$ cat src/rtl/uart_pkg.sv
// uart_pkg: shared UART state encoding and default link constants
package uart_pkg;
    localparam int DEFAULT_DATA_BITS = 8;
    localparam int DEFAULT_CLKS_PER_BIT = 10;
    typedef enum logic [2:0] {IDLE, START, DATA, PARITY, STOP} tx_state_t;
endpackage

$ cat src/rtl/uart_tx_bit_timer.sv
// tx_bit_timer: bit-period timer, bit_tick high in the last cycle of each period
module tx_bit_timer import uart_pkg::*; #(
    parameter int CLKS_PER_BIT = DEFAULT_CLKS_PER_BIT
) (
    input  logic clk,
    input  logic rst,
    input  logic clear,
    input  logic enable,
    output logic bit_tick
);
    localparam int TW = $clog2(CLKS_PER_BIT);
    logic [TW-1:0] cnt_q, cnt_d;
    assign bit_tick = enable && (cnt_q == TW'(CLKS_PER_BIT - 1));
    // count cycles within the current bit, wrapping at the end of the period
    always_comb cnt_d = (clear || bit_tick) ? '0 : enable ? cnt_q + 1'b1 : cnt_q;
    // timer register
    always_ff @(posedge clk) begin
        if (rst) cnt_q <= '0;
        else cnt_q <= cnt_d;
    end
endmodule

$ cat src/rtl/uart_tx.sv
// uart_tx: UART frame transmitter; define UART_TX_PARITY_EN to insert an even-parity bit
module uart_tx import uart_pkg::*; #(
    parameter int DATA_BITS = DEFAULT_DATA_BITS,
    parameter int CLKS_PER_BIT = DEFAULT_CLKS_PER_BIT
) (
    input  logic                 clk,
    input  logic                 rst,
    input  logic [DATA_BITS-1:0] tx_data,
    input  logic                 tx_start,
    output logic                 tx_busy,
    output logic                 tx_done,
    output logic                 serial_out
);
    localparam int CW = $clog2(DATA_BITS + 1);
`ifdef UART_TX_PARITY_EN
    localparam tx_state_t AFTER_DATA = PARITY;
`else
    localparam tx_state_t AFTER_DATA = STOP;
`endif
    tx_state_t state_q, state_d;
    logic [DATA_BITS-1:0] shift_q, shift_d;
    logic [CW-1:0] cnt_q, cnt_d;
    logic serial_q, serial_d, bit_tick, par_bit;
    tx_bit_timer #(.CLKS_PER_BIT(CLKS_PER_BIT)) u_timer (
        .clk     (clk),
        .rst     (rst),
        .clear   (state_q == IDLE),
        .enable  (state_q != IDLE),
        .bit_tick(bit_tick)
    );
`ifdef UART_TX_PARITY_EN
    logic par_q;
    // parity is captured at accept because the shift register consumes the payload
    always_ff @(posedge clk) begin
        if (rst) par_q <= 1'b0;
        else if (state_q == IDLE && tx_start) par_q <= ^tx_data;
    end
    assign par_bit = par_q;
`else
    assign par_bit = 1'b1;
`endif
    // next-state, shift and bit-count logic; line level is derived from the next state
    always_comb begin
        state_d = state_q;
        shift_d = shift_q;
        cnt_d = cnt_q;
        case (state_q)
            IDLE: if (tx_start) begin
                shift_d = tx_data;
                state_d = START;
            end
            START: if (bit_tick) state_d = DATA;
            DATA: if (bit_tick) begin
                shift_d = shift_q >> 1;
                cnt_d = (cnt_q == CW'(DATA_BITS - 1)) ? '0 : cnt_q + 1'b1;
                state_d = (cnt_q == CW'(DATA_BITS - 1)) ? AFTER_DATA : DATA;
            end
`ifdef UART_TX_PARITY_EN
            PARITY: if (bit_tick) state_d = STOP;
`endif
            STOP: if (bit_tick) state_d = IDLE;
            default: state_d = IDLE;
        endcase
        serial_d = (state_d == START) ? 1'b0 : (state_d == DATA) ? shift_d[0] : (state_d == PARITY) ? par_bit : 1'b1;
    end
    // state, datapath and registered line output
    always_ff @(posedge clk) begin
        if (rst) begin
            state_q <= IDLE;
            shift_q <= '0;
            cnt_q <= '0;
            serial_q <= 1'b1;
        end else begin
            state_q <= state_d;
            shift_q <= shift_d;
            cnt_q <= cnt_d;
            serial_q <= serial_d;
        end
    end
    assign tx_busy = state_q != IDLE;
    assign tx_done = (state_q == STOP) && bit_tick;
    assign serial_out = serial_q;
endmodule
$ cat config.mk
export PLATFORM = sky130hd
export DESIGN_NAME = uart_tx
export DESIGN_NICKNAME = d
export VERILOG_FILES = /design/src/rtl/uart_pkg.sv /design/src/rtl/uart_tx_bit_timer.sv /design/src/rtl/uart_tx.sv
export SDC_FILE = /design/constraint.sdc
export NUM_CORES = 1
export LEC_CHECK = 0
export BUFFER_PORTS_ARGS = -buffer_cell sky130_fd_sc_hd__buf_2
export CAP_MARGIN = 20
export CORE_AREA = 3 3 43 45
export DETAILED_ROUTE_END_ITERATION = 8
export DIE_AREA = 0 0 46 48
export GPL_ROUTABILITY_DRIVEN = 0
export MAX_ROUTING_LAYER = met4
export PLACE_DENSITY = 0.81
export SETUP_SLACK_MARGIN = 0.05
export SLEW_MARGIN = 5
export SYNTH_ARGS = -nofsm -noshare
export SYNTH_HDL_FRONTEND = slang
export SYNTH_SLANG_ARGS = --single-unit
$ cat constraint.sdc
create_clock -name clk -period 5.1 [get_ports clk]
set_clock_uncertainty 0.2 [all_clocks]
set_input_delay 1.02 -clock clk [delete_from_list [all_inputs] [get_ports clk]]
set_output_delay 1.02 -clock clk [all_outputs]
set_load 0.03 [all_outputs]
==> results.md <==
Timing:
- Setup repair after global routing left no endpoint under its margin.
- The maximum clock frequency is 360 MHz.
- The number of setup violations in the final report is 0.
- The transition time at the pin with the least slew margin is 0.314 ns.
- The clock period could shrink to about 2.8 ns.
- The final hold violation count is 0.
- The number of slew-limit violations in the final report is 0.
- Of the available clock period, the critical path in the final layout requires 0.545.
- The accumulated negative setup slack is 0 ns.
- Headroom to the max-slew limit came out at 0.791.

Synth:
- Among all flip-flop cells after synthesis, the most frequent one is sky130_fd_sc_hd__dfxtp_1.
- The cell count after synthesis is between 90 and 100.
- The net count of the mapped netlist is ~110.
- The synthesized design contains 20 register bits.
- Counting flops with a built-in enable in the synthesized netlist gives 0.
- Of the synthesized area, sequential elements account for 0.467.
- The synthesized area is 857 um2.
- For this run, asynchronously set or reset flops after synthesis account for 0.
- The netlist uses 30 different library cells.
- The synthesized area per cell is 9.42 um2.
- Yosys printed 0 warnings.

Floorplanning:
- The die covers 0.00221 mm2.
- The floorplan die width is approximately 46 um.
- The core region is between 0.0015 and 0.002 mm2.
- During I/O placement, the number of pins put on the boundary was 14.
- The die extent in y is ~48 um.
- The initial core utilization is 0.569.
- In this run the core area contains 14 standard-cell rows.

Status:
- The flow ran to the end, and the final reports show no timing, DRC or antenna violations.

Pwr:
- Across the VDD grid, the largest voltage drop is ~0.00017 V.
- The analysis attributes to cell leakage a power of ~0.38 nW.
- The design draws between 0.0002 and 0.0003 W.
- The power density over cell area is approximately 300 mW/mm2.

Route:
- The ratio of routed vias to standard cells is approximately 5.7.
- The number of violations reported at the end of detailed-routing iteration 0 is 7.
- After detailed routing, the number of remaining DRC violations is 0.
- The routed design has approximately 1.5 mm of wire.
- The total number of vias is slightly below 700.
- The number of detailed-route iterations in the first pass is 4.
- The count of nets left with antenna violations once routing finished came out at 0.
- Dividing the detail-routed wire length by the instance count gives 12.3 um.

Worst setup path:
- Counting both buffers and inverters, the worst setup path holds a total of 1.
- STA classifies the critical path endpoint as an output pin.
- The startpoint type of the worst setup path is a flip-flop.
- The top fanout value on the critical path is 6.
- The minimum setup slack among reg-to-reg paths is 3.16 ns.
- The kind of cell with the highest combined delay along the critical path is simple AND/OR/NAND/NOR gates.
- The critical path is of the flip-flop to output pin type.
- The largest stage delay on the critical path is about 0.4 ns.
- STA puts the critical path data arrival time at 1.56 ns.
- For this design, the slowest cell found on the critical path is sky130_fd_sc_hd__dfxtp_1.
- Traced cell by cell, the critical path runs through ha_1, and3b_1, nor4b_1, buf_2.
- At the worst endpoint, the required time is 3.88 ns.

Clocking:
- The later pin in the worst-skew pair is clocked with a latency of just under 0.3 ns.
- After clock tree synthesis, the clock-pin slew on the worst setup and hold paths is 0.10 ns.
- TritonCTS built the clock tree.
- Buffers inserted to repair hold after CTS numbered 0.
- The tree is rooted in a sky130_fd_sc_hd__clkbuf_4.
- Post-CTS timing repair inserted 0 buffers for setup.
- The number of gates resized after CTS is 0.
- The tree built by TritonCTS fans out to 20 sinks.
- In this run the number of H-tree levels came out at 1.
- The maximum clock insertion buffer count is 2.
- The number of buffers created by CTS is 3.

Global routing:
- The maximum number of pins on one net before global-route repair is 17.
- The total routing resource utilization after global routing is 0.162.
- The number of global-route vias before repair was between 600 and 700.
- The number of antenna violations at the first check in global routing came to 0.
- The first-pass GRT wire length is 2.50 mm.
- The global-route congestion overflow total is 0.

Placement:
- In this run, placement finished with an instance count of ~120.
- Port buffering added 13 buffers.
- Detailed placement finished with a half-perimeter wire length of around 1.1 mm.
- Summing all placed instances gives a cell area of approximately 920 um2.

Finish:
- The post-route core utilization is 0.632.
- The number of antenna diodes in the final layout is 0.
- The finished layout holds about 120 standard cells, fillers aside.
- The area of all placed cells without fillers is about 950 um2.
- The filler cells instantiated in the layout total 125.
- Summing all multi-input logic gate instances after layout gives 419 um2.
- Leaving out fill and tap cells, the most frequent cells in the layout are sky130_fd_sc_hd__dfxtp_1 (20), sky130_fd_sc_hd__buf_2 (13), sky130_fd_sc_hd__nor2_1 (12).
- Of the cells placed in the final design, the portion with a size suffix greater than 1 is 0.200.
- The most common cell after layout, fill and taps aside is sky130_fd_sc_hd__dfxtp_1.
- The register cell area after layout is 400 um2.
- The area growth from synthesis to layout is 11.1%.
- The number of nets in the finished design is 120.

Job:
- Across the run, the number of max-cap violations was 0.

Min path:
- The tightest min-delay check is of the flip-flop to flip-flop type.
## cell families after synthesis
kind of cell             count (synthesis)  synth area share
AND/OR/NAND/NOR                         35             0.223
AO/OA/AOI/OAI                           21             0.159
flip-flops                              20             0.467
buffers and inverters                    6            0.0438
XOR/XNOR                                 5            0.0511
adder cells (fa/ha/maj)                  3            0.0438
multiplexers                             1            0.0117
## worst min-delay path, stage by stage, from the launching register on
cell	delay [ns]
sky130_fd_sc_hd__dfxtp_1	0.32
sky130_fd_sc_hd__nand2_1	0.05
sky130_fd_sc_hd__a21oi_1	0.05
## registers in the layout, summed over array words and instances, names as in the netlist
signal	count
cnt_q	4
serial_out	1
shift_q	8
state_q	3
u_timer.cnt_q	4
## per-layer routing
metal	global-route usage	up-vias	wire (um)
met5	-	-	0
met3	0.0338	4	49
met4	0.0682	0	19
met1	0.199	326	676
li1	-	347	-
met2	0.255	8	742
## synthesized netlist by cell type, drive strengths merged, types with 2 or more instances
library cell | instances | area, um2
a21oi | 9 | 45.0
a22oi | 6 | 45.0
and2 | 2 | 17.5
buf | 2 | 22.5
dfxtp | 20 | 400
ha | 3 | 37.5
inv | 3 | 11.3
nand2 | 9 | 33.8
nor2 | 13 | 51.3
or3b | 2 | 17.5
xnor2 | 2 | 17.5
xor2 | 3 | 26.3
## worst paths after layout
kind                                  from                      end  cells after the start
min                shift_q[4]$_SDFFE_PP0P_  shift_q[4]$_SDFFE_PP0P_                      2
max reg2reg  u_timer.cnt_q[1]$_SDFFE_PP0N_    serial_out$_SDFF_PP1_                      7
max          u_timer.cnt_q[0]$_SDFFE_PP0N_                  tx_done                      4
min reg2reg        shift_q[4]$_SDFFE_PP0P_  shift_q[4]$_SDFFE_PP0P_                      2
## layout make-up
| cell class | instances | area share |
|---|---|---|
| clock buffers | 4 | 0.0381 |
| multi-input cells | 65 | 0.440 |
| inverters | 3 | 0.0118 |
| well taps | 16 | 0.0210 |
| repair buffers | 13 | 0.0683 |
| flip-flops and latches | 20 | 0.420 |
## through the flow
step                      hold WS, ns  setup slack (ns)
final                           0.265              2.32
after global routing            0.280              2.11
after CTS                       0.264              2.29
after detailed placement        0.248              2.65
after global placement          0.243              2.71
after floorplan                 0.231              2.14
## power by group
part	switching [W]	total [W]	internal, W	leakage, nW
registers	0.00000401	0.000166	0.000162	0.163
clock network	0.0000461	0.0000896	0.0000435	0.0210
logic	0.0000145	0.0000250	0.0000105	0.199
Note: power is estimated with default switching activity, not from simulation.
